File: config.mk
export PLATFORM = sky130hd
export DESIGN_NAME = serial_compare
export DESIGN_NICKNAME = d
export VERILOG_FILES = /design/src/rtl/serial_compare_pkg.sv /design/src/rtl/nibble_cascade_cmp.sv /design/src/rtl/serial_compare.sv
export SDC_FILE = /design/constraint.sdc
export NUM_CORES = 1
export LEC_CHECK = 0
export ABC_CLOCK_PERIOD_IN_PS = 2110
export BUFFER_PORTS_ARGS = -buffer_cell sky130_fd_sc_hd__buf_2
export CAP_MARGIN = 40
export CORE_ASPECT_RATIO = 1.2
export CORE_MARGIN = 8
export CORE_UTILIZATION = 53
export CTS_BUF_LIST = sky130_fd_sc_hd__clkbuf_4 sky130_fd_sc_hd__clkbuf_8
export CTS_CLUSTER_SIZE = 40
export DETAILED_ROUTE_END_ITERATION = 8
export HOLD_SLACK_MARGIN = 0.1
export PLACE_DENSITY = 0.75
export RECOVER_POWER = 25
export SLEW_MARGIN = 0
export SYNTH_ARGS = -nofsm -noshare
export SYNTH_HDL_FRONTEND = slang
export SYNTH_HIERARCHICAL = 1
export SYNTH_SLANG_ARGS = --single-unit
export TNS_END_PERCENT = 50
File: constraint.sdc
create_clock -name iClk -period 2.11 [get_ports iClk]
set_input_delay 0.1055 -clock iClk [delete_from_list [all_inputs] [get_ports iClk]]
set_output_delay 0.1055 -clock iClk [all_outputs]
set_load 0.02 [all_outputs]
File: src/rtl/serial_compare_pkg.sv
// Shared result encodings, FSM state type and sizing helper for serial_compare.
package serial_compare_pkg;

    localparam logic [2:0] CMP_GT   = 3'b100;
    localparam logic [2:0] CMP_LT   = 3'b010;
    localparam logic [2:0] CMP_EQ   = 3'b001;
    localparam logic [2:0] CMP_NONE = 3'b000;

    typedef enum logic [1:0] {
        IDLE = 2'd0,
        RUN  = 2'd1,
        DONE = 2'd2
    } state_t;

    function automatic int idx_width(input int nibbles);
        return (nibbles <= 1) ? 1 : $clog2(nibbles);
    endfunction

endpackage

File: src/rtl/nibble_cascade_cmp.sv
// One nibble stage of the magnitude compare: a differing nibble overrides the
// cascade from lower nibbles, an equal nibble passes it through.
module nibble_cascade_cmp
    import serial_compare_pkg::*;
(
    input  logic [3:0] i_nib_a,
    input  logic [3:0] i_nib_b,
    input  logic [2:0] i_casc,
    output logic [2:0] o_casc
);

    always_comb begin
        if (i_nib_a > i_nib_b) begin
            o_casc = CMP_GT;
        end else if (i_nib_a < i_nib_b) begin
            o_casc = CMP_LT;
        end else begin
            o_casc = i_casc;
        end
    end

endmodule

File: src/rtl/serial_compare.sv
// Nibble-serial magnitude comparator, LSB nibble first, one nibble per clock.
// Define SERIAL_COMPARE_SIGNED_EN for two's-complement operands (default: unsigned).
module serial_compare
    import serial_compare_pkg::*;
#(
    parameter int WIDTH = 16
) (
    input  logic             iClk,
    input  logic             iRst_n,
    input  logic             iStart,
    input  logic [WIDTH-1:0] iData_a,
    input  logic [WIDTH-1:0] iData_b,
    output logic             oBusy,
    output logic             oDone,
    output logic [2:0]       oData
);

    localparam int                NIBBLES  = WIDTH / 4;
    localparam int                IDX_W    = idx_width(NIBBLES);
    localparam logic [IDX_W-1:0]  LAST_IDX = IDX_W'(NIBBLES - 1);

    state_t           r_state;
    state_t           w_state_next;
    logic [WIDTH-1:0] r_a;
    logic [WIDTH-1:0] r_b;
    logic [WIDTH-1:0] w_a_in;
    logic [WIDTH-1:0] w_b_in;
    logic [IDX_W-1:0] r_idx;
    logic [2:0]       r_casc;
    logic [2:0]       r_data;
    logic [2:0]       w_casc_next;
    logic             w_accept;
    logic             w_last;

`ifdef SERIAL_COMPARE_SIGNED_EN
    // Flipping the sign bit maps two's-complement order onto unsigned order.
    assign w_a_in = iData_a ^ {1'b1, {(WIDTH-1){1'b0}}};
    assign w_b_in = iData_b ^ {1'b1, {(WIDTH-1){1'b0}}};
`else
    assign w_a_in = iData_a;
    assign w_b_in = iData_b;
`endif

    assign w_accept = iStart && !oBusy;
    assign w_last   = (r_idx == LAST_IDX);
    assign oData    = r_data;

    nibble_cascade_cmp u_cmp (
        .i_nib_a (r_a[3:0]),
        .i_nib_b (r_b[3:0]),
        .i_casc  (r_casc),
        .o_casc  (w_casc_next)
    );

    // NOTE: sequential state uses non-blocking assignments so every register
    // samples pre-edge values, independent of statement order.
    always_ff @(posedge iClk or negedge iRst_n) begin
        if (!iRst_n) begin
            r_state <= IDLE;
        end else begin
            r_state <= w_state_next;
        end
    end

    // NOTE: every output of this block gets a default first, so no path can
    // leave a value unassigned and infer a latch.
    always_comb begin
        w_state_next = r_state;
        oBusy        = 1'b0;
        oDone        = 1'b0;
        unique case (r_state)
            IDLE: begin
                if (iStart) w_state_next = RUN;
            end
            RUN: begin
                oBusy = 1'b1;
                if (w_last) w_state_next = DONE;
            end
            DONE: begin
                oDone        = 1'b1;
                w_state_next = iStart ? RUN : IDLE;
            end
            default: w_state_next = IDLE;
        endcase
    end

    // Operands shift right so the nibble under test is always bits [3:0].
    always_ff @(posedge iClk or negedge iRst_n) begin
        if (!iRst_n) begin
            r_a    <= '0;
            r_b    <= '0;
            r_idx  <= '0;
            r_casc <= CMP_EQ;
            r_data <= CMP_NONE;
        end else if (w_accept) begin
            r_a    <= w_a_in;
            r_b    <= w_b_in;
            r_idx  <= '0;
            r_casc <= CMP_EQ;
        end else if (oBusy) begin
            r_a    <= r_a >> 4;
            r_b    <= r_b >> 4;
            r_casc <= w_casc_next;
            if (w_last) begin
                r_data <= w_casc_next;
            end else begin
                r_idx <= r_idx + 1'b1;
            end
        end
    end

endmodule

==> results of run 1 <==
stage by stage:
stage	instances	worst slack (ns)	hold WS (ns)	power (µW)
3_5_place_dp	272	0.545	0.0961	2940
4_1_cts	307	0.497	0.106	3600
5_1_grt	307	0.265	0.115	3850
6_report	307	0.518	0.108	3560
3_3_place_gp	272	0.588	0.109	2880
2_1_floorplan	183	0.631	-0.190	2840
cells by family after synthesis:
logic type	share of synthesized area, %
flops	46.9
simple gates	12.4
mux	16.7
fa+ha+maj	2.79
buf+inv	7.76
compound gates	13.3
cell usage in the layout, fill, tap and decap left out, types with 2 or more instances in the layout:
cell	synthesis	final
clkbuf_1	0	2
mux2_4	3	3
clkbuf_8	0	5
o21ai_2	26	26
nand2_2	24	24
nor2_1	8	8
buf_2	0	38
buf_4	2	3
o21ai_0	2	2
clkinv_2	0	2
dlygate4sd3_1	0	27
mux2i_1	33	33
nand2_1	7	7
inv_1	7	7
dfrtp_1	41	41
ha_1	5	5
area by class of cell:
type	count	area [µm²]	area share, %
inverter	8	42.5	1.53
timing repair buffer	70	490	17.6
multi-input combinational	123	1020	36.5
clock inverter	3	40.0	1.44
clock buffer	5	68.8	2.48
tap	56	70.1	2.52
sequential	42	1050	37.8
power groups by stage:
stage / logic (µW) / clock network, µW / registers, µW
after global routing: 1750 / 664 / 1430
after CTS: 1580 / 639 / 1380
after detailed placement: 1540 / 0 / 1400
final: 1560 / 623 / 1380
after global placement: 1500 / 0 / 1380
after floorplan: 1460 / 0 / 1380
sequential cells by signal, indices dropped and copies added, names as in the netlist:
| signal | count |
|---|---|
| r_b | 16 |
| r_state | 2 |
| r_casc | 3 |
| oData | 3 |
| r_a | 16 |
| r_idx | 2 |
worst paths after layout:
path,slack (ns),end,start
worst max-delay path,0.52,oData[2],r_a[3]
max in group asynchronous,0.54,r_b[0],iRst_n
worst min-delay path,0.11,r_a[1],iData_a[1]
worst min register to register,0.49,r_b[7],r_b[11]
min in group asynchronous,0.58,r_casc[1],iRst_n
worst max register to register,0.52,oData[2],r_a[3]
metal layers:
layer,vias to the layer above,global-route usage (%)
met5,-,0
met4,0,6.13
met3,6,3.92
met2,27,25.4
met1,733,17.1
li1,766,-
what timing repair did:
item	CTS	global route
hold endpoints to repair	45	0
hold buffers	27	0
resized for setup	0	0
worst max-delay path: stages (launching register included):
cell,delay [ns]
dfrtp_1,0.39
ha_1,0.34
a21oi_1,0.30
a22oi_1,0.17
mux2_4,0.29
==> run metrics, run 1 <==
status completed; most frequent cell after synthesis dfrtp_1; Routed WL per cell 14.3 µm; Switching Share 39.2%; PD cells 1280 nW/µm²; Setup Skew 0.00384 ns; CTS Buffer Depth 2; core area 4160 µm²; critical path peak fanout 3; Async S/R FF share, synth 100%; switching power 1400 µW; CTS tree yes; RD Place Congestion 0.776; Hold Fails Final Rpt 0; RSZ-0062 raised after global routing no; period utilization 75.4%; Num CTS Buffers 5; CTS root buf clkbuf_8; Req. time, crit path 2.29 ns; Avg Synthesized Cell Area 12.3 µm²; worst skew pair latency 0.29 ns; Reg2Reg Depth 4; post-CTS setup repair buffer count 0; Worst Tran Pin Value 1.21 ns; GRT Residual Overflow 0; pin count of the biggest net entering global routing 64; DRT antenna net count 0; Final Util 66.8%; Setup TNS 0 ns; cell taking the most area after synthesis dfrtp_1; total track usage 15.0%; placed cell area 2410 µm²; Synth cell types 30; M1 wire length 1780 µm; first-pass GRT wire length 7590 µm; WL met3 177 µm; Synth area leaders dfrtp_1, mux2i_1, o21ai_2; Rel. slew slack 19.3%; fill count 345; Int Pwr 2160 µW; cells after synthesis 183; Die H 87.3 µm; io pins 40; critical path launch point type register; Die Width 75.4 µm; vias per inst 4.99; vias in the first global route 1675; Mapped Area 2240 µm²; Gate power share 43.8%; final-stage net count 290; Vias 1532; critical path capture point type register; Tmin final 1.59 ns; final WL 4380 µm; power share of the sequential group 38.7%; # setup viols final 0; Starting DRT DRC Count 62; kind of critical path register to register; yosys warns 6; worst endpoint data arrival time 1.77 ns; Met2 Routed Length 2360 µm; sequential area share after synthesis 46.9%; top sig layer met4; Most used DFF post-synth dfrtp_1; # diodes 0; Reg clk slew, reported paths 0.08 ns; post-route cell area 2780 µm²; max cap viols 0; peak supply drop 0.707 mV; top cell type's share of synthesized area 45.8%; #FFs+latches synth 42; initial antenna violation count 0; Initial Util 53.8%; clock power share 17.5%; Min-Delay Path Depth 3; Leakage 0.00138 µW; post-DP HPWL 2870 µm; DRT Pass-1 Iters 4; Syn-to-layout area delta 24.0%; Sink Count 42; syn nets 223; Max Slew Vio Count 0; DRC errors left 0; share of cells above drive strength 1 43.4%; f_max 628 MHz; die area 6580 µm²; FP Rows 26; H-tree Lvls 2; synth cell count leaders dfrtp_1, mux2i_1, o21ai_2; PortBufs 39; Post-synth EDFFs 0; hold crit path type input port to register
(Power assumes the default switching activity.)
==> run 2, diff against run 1 <==
ABC_AREA = 1   (was unset)
ABC_CLOCK_PERIOD_IN_PS = 1400   (was 2110)
CORE_UTILIZATION = 51   (was 53)
PLACE_DENSITY = 0.77   (was 0.75)
clock period = 1.4 ns   (was 2.11 ns; I/O delays follow)
==> run metrics, run 2 <==
Max Slew Vio Count 0 (unchanged); Avg Synthesized Cell Area 8.34 µm² (-32%); Setup TNS 0 ns (unchanged); final WL 4920 µm (+12%); Hold Crit Endpoint r_b[4]; status completed; CTS Buffer Depth 2 (unchanged); sequential area share after synthesis 51.9% (+5.0 points); cell taking the most area after synthesis dfrtp_1; period utilization 95.3% (+20 points); Leakage 0.00141 µW (+2.3%); critical path peak fanout 2 (-1); syn nets 283 (+27%); Largest regs r_a: 16 flops, r_b: 16 flops; worst skew pair latency 0.29 ns (about the same); PD cells 1940 nW/µm² (+52%); top cell type's share of synthesized area 50.6% (+4.9 points); max cap viols 0 (unchanged); Synth cell types 18 (-40%); Tmin final 1.33 ns (-0.257 ns); f_max 749 MHz (+19%); vias per inst 5.04 (+1.0%); placed cell area 2260 µm² (-5.9%); Starting DRT DRC Count 120 (+94%); Setup Skew 0.00255 ns (-0.00128 ns); pin count of the biggest net entering global routing 38 (-41%); post-DP HPWL 3110 µm (+8.2%); Vias 1896 (+24%); final-stage net count 361 (+24%); Min-Delay Path Depth 3 (unchanged); peak supply drop 0.992 mV (+40%); Hold Fails Final Rpt 0 (unchanged); Reg clk slew, reported paths 0.08 ns (about the same); Final Util 71.4% (+4.6 points); Rel. slew slack 68.7% (+49 points); critical path launch point type register; Post-Place Setup Slack 0.0493 ns (-0.496 ns); die area 6250 µm² (-4.9%); core area 3880 µm² (-6.9%); critical path capture point type register; most frequent cells in the layout nand2_1, nand3_1, dfrtp_1; cells after synthesis 243 (+33%); Die Width 73.5 µm (-2.4%); synth cell count leaders nand2_1, nand3_1, dfrtp_1; yosys warns 6 (unchanged); most frequent cell after synthesis nand2_1; first-pass GRT wire length 8110 µm (+6.8%); kind of critical path register to register; Most used DFF post-synth dfrtp_1; Mapped Area 2030 µm² (-9.7%); Syn-to-layout area delta 36.6%; initial antenna violation count 0 (unchanged); #FFs+latches synth 42 (unchanged); share of cells above drive strength 1 23.9% (-20 points); Sink Count 42 (unchanged); Reg2Reg Depth 9 (+5); FF-to-FF setup slack 0.07 ns (-0.45 ns); commonest non-fill, non-tap cell in the layout nand2_1; Reg2Reg Launch Point r_a[1]; GRT Residual Overflow 0 (unchanged); H-tree Lvls 2 (unchanged); Async S/R FF share, synth 100% (unchanged); io pins 40 (unchanged); RD Place Congestion 0.819 (+5.6%); worst endpoint data arrival time 1.58 ns (-0.19 ns); PortBufs 39 (unchanged); Initial Util 52.2% (-1.6 points); DRC errors left 0 (unchanged); PnR worst setup slack 0.0655 ns (-0.453 ns); Num CTS Buffers 5 (unchanged); # setup viols final 0 (unchanged); Die H 85.0 µm (-2.5%); Synth area leaders dfrtp_1, nand3_1, nand2_1; Req. time, crit path 1.64 ns (-0.65 ns); HP Start iStart; # diodes 0 (unchanged); FP Rows 25 (-3.8%); post-route cell area 2770 µm² (-0.45%); hold crit path type input port to register; total track usage 16.2% (+1.2 points); DRT Pass-1 Iters 4 (unchanged); CTS root buf clkbuf_8; CTS tree yes; Routed WL per cell 13.1 µm (-8.2%); Post-synth EDFFs 0 (unchanged); Worst Tran Pin Value 0.469 ns (-0.741 ns); vias in the first global route 1862 (+11%); DRT antenna net count 0 (unchanged); RR Endpoint r_casc[0]
run 2: cell count changes after synthesis, sizes merged, moves of 2 or more:
cell,delta
nor2,-3
o21ai,-28
nand3,+74
mux2,-3
buf,+3
inv,+9
nand2,+50
mux2i,-33
nor2b,-2
run 2: metrics by stage:
step / total power (µW) / cells / hold WS [ns]
floorplan: 3710 / 243 / -0.226
global placement: 4100 / 330 / -0.0689
detailed placement: 4170 / 330 / -0.0645
CTS: 5090 / 372 / 0.149
global route: 5830 / 376 / 0.197
finish: 5380 / 376 / 0.180
run 2: layout make-up:
| type | instances | area (µm²) |
|---|---|---|
| sequential | 42 | 1050 |
| inverter | 16 | 60.1 |
| fill | 324 | 1110 |
| clock buffer | 6 | 82.6 |
| clock inverter | 2 | 12.5 |
| tap | 54 | 67.6 |
| multi-input combinational | 172 | 878 |
| timing repair buffer | 84 | 614 |
run 2: worst max-delay path, cell delays in order (launching register included):
cell and delay [ns]:
dfrtp_1 0.42, ha_4 0.28, nand2_2 0.06, nor2_2 0.12, nand2_1 0.07, a21oi_2 0.12
inv_1 0.05, nand2_1 0.06, nand2_1 0.05, inv_1 0.05
run 2: cells by family after synthesis:
kind of cell | after synthesis | share of synthesized area [%]
AOI/OAI and AO/OA | 4 | 0.988
buffers and inverters | 29 | 7.41
adders and majority gates | 5 | 3.09
and+or+nand+nor | 163 | 36.6
DFF | 42 | 51.9
run 2: how the worst max path moves through the flow:
stage | from | endpoint | slack (ns) | cells after the start
5_1_grt | r_a[1] | r_casc[0] | -0.03 | 9
3_5_place_dp | r_a[1] | r_casc[0] | 0.05 | 9
6_report | r_a[1] | r_casc[0] | 0.07 | 9
2_1_floorplan | r_a[3] | r_casc[0] | 0.14 | 9
4_1_cts | r_a[1] | r_casc[0] | 0.03 | 9
3_3_place_gp | r_a[3] | r_casc[0] | 0.09 | 9
run 2: repair_timing:
action / 4_1_cts / 5_1_grt
resized for setup: 0 / 10
buffers inserted: 1 / 4
pin swaps: 1 / 3
setup endpoints to repair: 1 / 2
endpoints found under the hold margin: 73 / 0
hold buffers: 33 / 0
run 2: power by group:
group	leakage (µW)	switching [µW]	internal, µW
Clock	0.0000472	411	396
Combinational	0.000828	1480	1050
Sequential	0.000538	300	1740
Total	0.00141	2200	3190
run 2: per-layer routing:
| layer | share of wire [%] | track usage, % |
|---|---|---|
| met1 | 41 | 18.3 |
| met2 | 53 | 27.6 |
| met3 | 3.4 | 3.54 |
| met4 | 2.3 | 8.20 |
| met5 | 0 | 0 |
